--- config.mk ---
export PLATFORM = sky130hd
export DESIGN_NAME = cu_fsm_flat
export DESIGN_NICKNAME = d
export VERILOG_FILES = /design/src/rtl/cu_fsm_if.sv /design/src/rtl/cu_fsm.sv /design/src/flat_wrapper.sv
export SDC_FILE = /design/constraint.sdc
export NUM_CORES = 1
export LEC_CHECK = 0
export CELL_PAD_IN_SITES_DETAIL_PLACEMENT = 0
export CELL_PAD_IN_SITES_GLOBAL_PLACEMENT = 1
export CORE_UTILIZATION = 31
export CTS_CLUSTER_DIAMETER = 30
export DETAILED_ROUTE_END_ITERATION = 6
export GPL_TIMING_DRIVEN = 0
export PLACE_DENSITY_LB_ADDON = 0.1
export SYNTH_ARGS = -nofsm -noshare
export SYNTH_HDL_FRONTEND = slang
export SYNTH_SLANG_ARGS = --single-unit
export TNS_END_PERCENT = 10
--- constraint.sdc ---
create_clock -name CLK -period 2.13 [get_ports CLK]
set_input_delay 0.3195 -clock CLK [delete_from_list [all_inputs] [get_ports CLK]]
set_output_delay 0.3195 -clock CLK [all_outputs]
set_load 0.02 [all_outputs]
--- src/rtl/cu_fsm_if.sv ---
// Control-unit bundle between the multicycle control FSM and the datapath.
//   Instruction fields : ir6to0 (opcode), ir14to12 (func3)
//   Interrupt inputs   : intr (level request), mie (global enable from CSR file)
//   Control outputs    : PCWrite, regWrite, memWE2, memRDEN1, memRDEN2, rst,
//                        csr_WE, int_taken, mret_exec, illegal
//   Status             : instret (retired-instruction count)
// The controller side uses the master modport; the datapath uses slave.
interface cu_fsm_if;
    logic [6:0]  ir6to0;
    logic [2:0]  ir14to12;
    logic        intr;
    logic        mie;
    logic        PCWrite;
    logic        regWrite;
    logic        memWE2;
    logic        memRDEN1;
    logic        memRDEN2;
    logic        rst;
    logic        csr_WE;
    logic        int_taken;
    logic        mret_exec;
    logic        illegal;
    logic [31:0] instret;

    modport master (
        input  ir6to0, ir14to12, intr, mie,
        output PCWrite, regWrite, memWE2, memRDEN1, memRDEN2, rst,
               csr_WE, int_taken, mret_exec, illegal, instret
    );

    modport slave (
        output ir6to0, ir14to12, intr, mie,
        input  PCWrite, regWrite, memWE2, memRDEN1, memRDEN2, rst,
               csr_WE, int_taken, mret_exec, illegal, instret
    );
endinterface

--- src/rtl/cu_fsm.sv ---
// Multicycle control unit for a RISC-V style core.
//   CLK : system clock, all state changes on the rising edge
//   RST : asynchronous active-high reset
//   bus : cu_fsm_if.master -- instruction fields and interrupt request in,
//         datapath enables, interrupt handshakes and retired-instruction count out
// Each instruction takes FETCH, EXEC and (loads only) WB; an interrupt seen on
// the last cycle of an instruction inserts one INTR cycle before the next fetch.
// Control outputs decode combinationally from the current state and opcode.
module cu_fsm (
    input  logic     CLK,
    input  logic     RST,
    cu_fsm_if.master bus
);

    localparam logic [6:0] OpLoad   = 7'b0000011;
    localparam logic [6:0] OpStore  = 7'b0100011;
    localparam logic [6:0] OpBranch = 7'b1100011;
    localparam logic [6:0] OpJal    = 7'b1101111;
    localparam logic [6:0] OpJalr   = 7'b1100111;
    localparam logic [6:0] OpReg    = 7'b0110011;
    localparam logic [6:0] OpImm    = 7'b0010011;
    localparam logic [6:0] OpLui    = 7'b0110111;
    localparam logic [6:0] OpAuipc  = 7'b0010111;
    localparam logic [6:0] OpSystem = 7'b1110011;

    typedef enum logic [2:0] {
        StInit  = 3'd0,
        StFetch = 3'd1,
        StExec  = 3'd2,
        StWb    = 3'd3,
        StIntr  = 3'd4
    } state_e;

    state_e      state_q, state_d;
    logic [31:0] instret_q, instret_d;
    logic        retire;
    logic        take_intr;

    assign take_intr   = bus.intr & bus.mie;
    assign bus.instret = instret_q;

    always_comb begin
        state_d       = state_q;
        retire        = 1'b0;
        bus.PCWrite   = 1'b0;
        bus.regWrite  = 1'b0;
        bus.memWE2    = 1'b0;
        bus.memRDEN1  = 1'b0;
        bus.memRDEN2  = 1'b0;
        bus.rst       = 1'b0;
        bus.csr_WE    = 1'b0;
        bus.int_taken = 1'b0;
        bus.mret_exec = 1'b0;
        bus.illegal   = 1'b0;

        case (state_q)
            StInit: begin
                bus.rst = 1'b1;
                state_d = StFetch;
            end

            StFetch: begin
                bus.memRDEN1 = 1'b1;
                state_d      = StExec;
            end

            StExec: begin
                if (bus.ir6to0 == OpLoad) begin
                    bus.memRDEN2 = 1'b1;
                    state_d      = StWb;
                end else begin
                    bus.PCWrite = 1'b1;
                    retire      = 1'b1;
                    // Interrupts are only sampled on an instruction's final cycle.
                    state_d     = take_intr ? StIntr : StFetch;
                    case (bus.ir6to0)
                        OpStore:  bus.memWE2 = 1'b1;
                        OpBranch: ;
                        OpJal, OpJalr, OpReg, OpImm, OpLui, OpAuipc: bus.regWrite = 1'b1;
                        OpSystem: begin
                            case (bus.ir14to12)
                                3'b000: bus.mret_exec = 1'b1;
                                3'b001, 3'b010, 3'b011: begin
                                    bus.csr_WE   = 1'b1;
                                    bus.regWrite = 1'b1;
                                end
                                default: ;
                            endcase
                        end
                        default: bus.illegal = 1'b1;
                    endcase
                end
            end

            StWb: begin
                bus.regWrite = 1'b1;
                bus.PCWrite  = 1'b1;
                retire       = 1'b1;
                state_d      = take_intr ? StIntr : StFetch;
            end

            StIntr: begin
                bus.int_taken = 1'b1;
                bus.PCWrite   = 1'b1;
                state_d       = StFetch;
            end

            default: begin
                // Corrupted encoding: hold the PC cleared and restart cleanly.
                bus.rst = 1'b1;
                state_d = StInit;
            end
        endcase
    end

    assign instret_d = instret_q + {31'd0, retire};

    always_ff @(posedge CLK or posedge RST) begin
        if (RST) begin
            state_q   <= StInit;
            instret_q <= 32'd0;
        end else begin
            state_q   <= state_d;
            instret_q <= instret_d;
        end
    end

endmodule

--- src/flat_wrapper.sv ---
// flat-port wrapper written by rule: the top's interface ports become plain ports
module cu_fsm_flat 
  (CLK, RST, bus_ir6to0, bus_ir14to12, bus_intr, bus_mie, bus_PCWrite, bus_regWrite, bus_memWE2, bus_memRDEN1, bus_memRDEN2, bus_rst, bus_csr_WE, bus_int_taken, bus_mret_exec, bus_illegal, bus_instret);
  cu_fsm_if bus_i ();
  input  logic CLK;
  input  logic RST;
  input wire logic [$bits(bus_i.ir6to0)-1:0] bus_ir6to0;
  input wire logic [$bits(bus_i.ir14to12)-1:0] bus_ir14to12;
  input wire logic [$bits(bus_i.intr)-1:0] bus_intr;
  input wire logic [$bits(bus_i.mie)-1:0] bus_mie;
  output wire logic [$bits(bus_i.PCWrite)-1:0] bus_PCWrite;
  output wire logic [$bits(bus_i.regWrite)-1:0] bus_regWrite;
  output wire logic [$bits(bus_i.memWE2)-1:0] bus_memWE2;
  output wire logic [$bits(bus_i.memRDEN1)-1:0] bus_memRDEN1;
  output wire logic [$bits(bus_i.memRDEN2)-1:0] bus_memRDEN2;
  output wire logic [$bits(bus_i.rst)-1:0] bus_rst;
  output wire logic [$bits(bus_i.csr_WE)-1:0] bus_csr_WE;
  output wire logic [$bits(bus_i.int_taken)-1:0] bus_int_taken;
  output wire logic [$bits(bus_i.mret_exec)-1:0] bus_mret_exec;
  output wire logic [$bits(bus_i.illegal)-1:0] bus_illegal;
  output wire logic [$bits(bus_i.instret)-1:0] bus_instret;
  assign bus_i.ir6to0 = bus_ir6to0;
  assign bus_i.ir14to12 = bus_ir14to12;
  assign bus_i.intr = bus_intr;
  assign bus_i.mie = bus_mie;
  assign bus_PCWrite = bus_i.PCWrite;
  assign bus_regWrite = bus_i.regWrite;
  assign bus_memWE2 = bus_i.memWE2;
  assign bus_memRDEN1 = bus_i.memRDEN1;
  assign bus_memRDEN2 = bus_i.memRDEN2;
  assign bus_rst = bus_i.rst;
  assign bus_csr_WE = bus_i.csr_WE;
  assign bus_int_taken = bus_i.int_taken;
  assign bus_mret_exec = bus_i.mret_exec;
  assign bus_illegal = bus_i.illegal;
  assign bus_instret = bus_i.instret;
  cu_fsm u_core (.CLK(CLK), .RST(RST), .bus(bus_i));
endmodule
==> results of run 1 <==
## Yosys cell counts
cell type / count
o21ai_1: 1
nand2b_1: 1
dfrtp_1: 35
xor2_1: 9
nand3b_1: 1
a21o_1: 1
nor2_1: 8
a31oi_1: 1
nand4b_1: 1
o21ai_0: 1
ha_1: 2
and2_1: 3
and3_1: 4
xnor2_1: 22
and4_1: 1
nor2b_1: 2
and4b_1: 2
or4_1: 1
nor3_1: 8
clkbuf_1: 1
nand4bb_1: 1
nand2_1: 16
nand4_1: 8
inv_1: 5
nor4b_1: 1
nor4_4: 3
nand3_1: 17
nor3b_1: 2
a21oi_1: 1
nand4_4: 1
or2_2: 1
## power by group through the flow
stage	Sequential [W]	Combinational, W	Clock, W
after global routing	0.000874	0.000756	0.000770
after detailed placement	0.000848	0.000570	0
after global placement	0.000845	0.000566	0
after CTS	0.000850	0.000639	0.000740
final	0.000861	0.000695	0.000721
after floorplan	0.000896	0.000247	0
## worst max-delay path by stage
stage	startpoint	end	slack, ns	cells after the start
after floorplan	u_core.state_q[0]$_DFF_PP0_	u_core.bus.instret[26]$_DFF_PP0_	0.04	9
after detailed placement	bus_ir6to0[2]	u_core.bus.instret[16]$_DFF_PP0_	-0.69	10
after CTS	u_core.state_q[0]$_DFF_PP0_	bus_PCWrite	-0.14	5
after global placement	bus_ir6to0[5]	bus_PCWrite	-0.68	6
final	bus_ir6to0[0]	bus_memWE2	-0.03	6
after global routing	u_core.state_q[0]$_DFF_PP0_	u_core.bus.instret[12]$_DFF_PP0_	-0.09	10
## metrics by stage
stage | hold WS, ns | utilization, % | total power (W)
after floorplan | 0.462 | - | 0.00114
after global placement | 0.464 | 45.2 | 0.00141
after detailed placement | 0.472 | 45.2 | 0.00142
after CTS | 0.487 | 50.1 | 0.00223
after global routing | 0.510 | 51.7 | 0.00240
final | 0.467 | 51.7 | 0.00228
## flip-flops by register name, summed over array words and instances (netlist names)
| signal | count |
|---|---|
| u_core.bus.instret | 32 |
| u_core.state_q | 3 |
## per-layer routing
layer,vias up,share of wire [%],track usage [%]
met5,-,0,0
met4,0,0.47,3.27
met3,2,4.6,3.93
met2,39,51,25.5
met1,702,43,19.1
li1,705,-,-
## kinds of logic after synthesis
| kind of cell | count (synthesis) |
|---|---|
| buffers and inverters | 6 |
| AND/OR/NAND/NOR | 82 |
| AO/OA/AOI/OAI | 5 |
| XOR/XNOR | 31 |
| flip-flops | 35 |
| adder cells (fa/ha/maj) | 2 |
## critical path, stage by stage
cell	delay (ns)
clkdlybuf4s50_1	0.56
nand4bb_4	0.17
nor3b_4	0.24
buf_4	0.16
nor4b_4	0.21
buf_4	0.19
## repair_timing
item | CTS | global route
gates resized for setup | 45 | 23
pin swaps | 5 | 13
buffers inserted | 8 | 1
endpoints found under the setup margin | 34 | 32
gates cloned | 0 | 1
## placed cells by master, fill, tap and decap left out, types with 3 or more instances in the layout
master           netlist  routed
and2_1                 3       3
and3_1                 4       4
buf_4                  0       9
buf_6                  0       4
clkbuf_8               0       5
clkdlybuf4s50_1        0      40
dfrtp_1               35      34
dlygate4sd2_1          0       5
dlymetal6s2s_1         0       4
inv_1                  5       3
nand2_1               16      15
nand3_1               17      15
nand4_1                8       8
nor2_1                 8       7
nor3_1                 8       6
nor4_4                 3       3
xnor2_1               22      22
xor2_1                 9       9
## cell type report
cell class	instances	area (µm²)	area share, %
inverters	5	18.8	0.693
plain buffers	1	3.75	0.139
flip-flops and latches	35	877	32.4
repair buffers	65	622	23.0
clock inverters	3	67.6	2.50
multi-input cells	120	962	35.5
clock buffers	5	68.8	2.54
well taps	70	87.6	3.23
==> metrics.txt, run 1 <==
Detail Route Antenna Nets=0; Worst setup EP type=output port; initial antenna violation count=0; clock sink total=35; Clock Pin Slew Worst Setup and Hold Paths=0.08 ns; XOR/XNOR share of the synthesized area=15.7%; TritonCTS Buffers=5; DR vias/cell=4.76; Non-Filler Instances=304; Avg Inst Size Synth=10.7 µm²; Arrival @ worst endpoint=1.84 ns; worst-margin pin slew=0.720 ns; final setup violation count=3; worst reg2reg path depth=10; Compound-Gate Fraction of Synth Area=1.66%; DR WL/cell=13.9 µm; CTS H-tree lvls=2; post-synthesis sequential area ratio=50.6%; hold_buf cts=0; failing checks=setup timing; CP max FO=3; Rows=26; All-Layer GR Usage=15.0%; CP startpoint kind=input pin; Data required, critical path=1.81 ns; Netlist cell types=31; Setup TNS Final=-0.0818 ns; full die area=5880 µm²; Core Area=5240 µm²; first-pass GRT wire length=7.07 mm; # Max-Cap Violations=0; status=finished with violations; WL final=4.22 mm; Cells after DPL=286; Logic pwr share=30.5%; n_diodes=0; Placer Congestion=0.760; Internal Pwr Total=0.00156 W; Reg-to-Reg Start=u_core.state_q[0]$_DFF_PP0_; Detail Placement HPWL=2.80 mm; top cell type's share of synthesized area=50.6%; Pwr Density=841 nW/µm²; 1st-iter DRT viols=51; Net Sw Frac=31.6%; dpl ws=-0.689 ns; fin worst setup slack=-0.0292 ns; Slew Limit Fails=0; mux contribution to synthesized area=0%; post-layout minimum cycle time=2.16 ns; Synth Area in Simple Gates=29.3%; adder and majority cell fraction of the synthesized area=1.45%; Die X-Extent=76.7 µm; Synth Cell Area=1730 µm²; synthesis-to-layout area growth=56.5%; Synth area leader=dfrtp_1; die height=76.7 µm; worst skew pair latency=0.28 ns; Gate Count Post-Synth=161; final count of hold timing violations=0; largest family of logic cells by synthesized area=simple AND/OR/NAND/NOR gates; Slew HR=51.9%; share of cells above drive strength 1=19.7%; grt total ovfl=0; Setup Skew=0.00616 ns; initial core utilization=33.0%; first drt pass iteration count=4; count of input and output buffers=55; pin count of the biggest net entering global routing=36; final worst path period share=101%; reg2reg end=u_core.bus.instret[12]$_DFF_PP0_; Reg power frac=37.8%; DP Area=2370 µm²; yosys warns=0; switching power=0.000721 W; CTS tree=built; Clock Tree Buf Depth=2; r2r setup slk=-0.02 ns; Final Instance Area=2710 µm²; critical path class=in2out; RSZ-0062 raised after global routing=true; vias in the first global route=1,475; Final nets=249; CTS Root Cell=clkbuf_8; Clk pwr share=31.7%; Vias=1,448; Ports=56; Yosys reg bits=35; Synthesized Nets=177; f_max=463 MHz; DRC=0; Hold WC Path Type=in2async; largest cells by area after synthesis=dfrtp_1 51%, xnor2_1 11%, nand3_1 4.9%, xor2_1 4.6%, nor4_4 3.7%; fillers=484; LEAKAGE=1.24 nW; Worst VDD drop=0.574 mV
No activity file was read; power rests on OpenSTA's default activity.
==> inputs of run 2 (changes only) <==
Settings changed: CAP_MARGIN from default to 10.
==> run 2 against run 1 <==
Net effect: largest cell class unchanged; hold slack worse by 0.064 ns; largest power group unchanged; clock power is 0.6% lower; combinational power hardly changed; critical path depth is 1 lower; the run still ends with setup timing left; clock skew is 0.0040 ns lower; highest routed layer unchanged.
==> metrics.txt, run 2 (same netlist as run 1, synthesis figures left out) <==
count of input and output buffers=55 (unchanged); Clock Tree Buf Depth=2 (unchanged); initial antenna violation count=0 (unchanged); Rows=26 (unchanged); Detail Placement HPWL=2.93 mm (was 2.80 mm); Slew HR=58.7% (was 51.9%); Clock Pin Slew Worst Setup and Hold Paths=0.07 ns (was 0.08 ns); CTS H-tree lvls=2 (unchanged); CP startpoint kind=flop (was input pin); Setup Skew=0.00217 ns (was 0.00616 ns); All-Layer GR Usage=15.1% (was 15.0%); Final nets=254 (was 249); vias in the first global route=1,459 (was 1,475); DR WL/cell=13.7 µm (was 13.9 µm); final core utilization=52.7% (was 51.7%); Arrival @ worst endpoint=1.83 ns (was 1.84 ns); worst-margin pin slew=0.618 ns (was 0.720 ns); fin worst setup slack=-0.0231 ns (was -0.0292 ns); final worst path period share=101% (about the same); Final Instance Area=2760 µm² (was 2710 µm²); Pwr Density=822 nW/µm² (was 841 nW/µm²); first drt pass iteration count=4 (unchanged); Worst setup EP type=output port (unchanged); full die area=5880 µm² (unchanged); multi-input logic area=946 µm² (was 962 µm²); FF+latch area=878 µm² (was 877 µm²); pin count of the biggest net entering global routing=24 (was 36); most frequent cells in the layout=38 x clkdlybuf4s50_1, 33 x dfrtp_1, 22 x xnor2_1 (was 40 x clkdlybuf4s50_1, 34 x dfrtp_1, 22 x xnor2_1); first-pass GRT wire length=7.06 mm (was 7.07 mm); number of flip-flops in the largest register=32 (unchanged); Detail Route Antenna Nets=0 (unchanged); CTS Root Cell=clkbuf_8 (unchanged); WL final=4.24 mm (was 4.22 mm); TritonCTS Buffers=5 (unchanged); Hold WC Path Type=in2async (unchanged); worst reg2reg path depth=10 (unchanged); Data required, critical path=1.81 ns (about the same); Slew Limit Fails=0 (unchanged); final count of hold timing violations=0 (unchanged); critical path class=reg2out (was in2out); Vias=1,471 (was 1,448); grt total ovfl=0 (unchanged); Die X-Extent=76.7 µm (unchanged); f_max=464 MHz (was 463 MHz); Placer Congestion=0.760 (unchanged); DP Area=2400 µm² (was 2370 µm²); die height=76.7 µm (unchanged); worst skew pair latency=0.28 ns (about the same); n_diodes=0 (unchanged); initial core utilization=33.0% (unchanged); Ports=56 (unchanged); status=finished with violations (unchanged); final setup violation count=2 (was 3); fillers=471 (was 484); # Max-Cap Violations=0 (unchanged); r2r setup slk=-0.02 ns (about the same); reg2reg end=u_core.bus.instret[12]$_DFF_PP0_ (unchanged); share of cells above drive strength 1=20.9% (was 19.7%); LEAKAGE=1.27 nW (was 1.24 nW); synthesis-to-layout area growth=59.6% (was 56.5%); Core Area=5240 µm² (unchanged); 1st-iter DRT viols=69 (was 51); clock sink total=35 (unchanged); failing checks=setup timing (unchanged); DRC=0 (unchanged); total power=0.00227 W (was 0.00228 W); most common cell after layout, fill and taps aside=clkdlybuf4s50_1 (unchanged); DR vias/cell=4.76 (about the same); post-layout minimum cycle time=2.15 ns (was 2.16 ns); Worst VDD drop=0.678 mV (was 0.574 mV); CTS tree=built (unchanged); RSZ-0062 raised after global routing=true (unchanged); CP max FO=2 (was 3); Reg-to-Reg Start=u_core.state_q[0]$_DFF_PP0_ (unchanged)
run 2: critical path, stage by stage, from the launching register on:
cell,delay (ns)
dfrtp_2,0.41
or4_4,0.53
o21ai_4,0.16
inv_2,0.07
or2_4,0.25
buf_6,0.13
run 2: area by class of cell:
class | instances | share of cell area [%]
inverter | 5 | 0.680
tap | 70 | 3.17
timing repair buffer | 70 | 25.0
sequential | 35 | 31.8
clock inverter | 3 | 2.45
multi-input combinational | 120 | 34.3
clock buffer | 5 | 2.49
buffer | 1 | 0.136
run 2: power by group:
part	internal, W	total, W	switching [W]
Clock	0.000467	0.000717	0.000251
Combinational	0.000357	0.000697	0.000339
Sequential	0.000741	0.000855	0.000114
run 2: metal layers:
layer  GRT usage (%)  wire length, µm
met1            19.4             1900
met2            25.1             2160
met3            3.69              133
met4            4.04               42
met5               0                0
run 2: worst max path at each step:
stage / end / slack, ns / start
floorplan: u_core.bus.instret[26]$_DFF_PP0_ / 0.04 / u_core.state_q[0]$_DFF_PP0_
detailed placement: bus_PCWrite / -0.70 / bus_ir6to0[5]
global route: u_core.bus.instret[12]$_DFF_PP0_ / -0.07 / u_core.state_q[0]$_DFF_PP0_
global placement: bus_PCWrite / -0.68 / bus_ir6to0[5]
finish: bus_PCWrite / -0.02 / u_core.state_q[0]$_DFF_PP0_
CTS: bus_regWrite / -0.19 / u_core.state_q[0]$_DFF_PP0_
run 2: per-stage QoR:
step	TNS, ns	instances	hold slack [ns]	setup WS, ns
after floorplan	0	161	0.462	0.0364
after global placement	-19.11	286	0.464	-0.676
after detailed placement	-20.56	287	0.475	-0.704
after CTS	-2.68	304	0.412	-0.186
after global routing	-0.253	309	0.455	-0.0701
final	-0.0438	309	0.403	-0.0231
run 2: timing repair:
action,4_1_cts,5_1_grt
resized for setup,39,25
hold buffers,0,0
buffers inserted,9,4
endpoints found under the setup margin,34,32
gates cloned,0,1
pin swaps,5,7
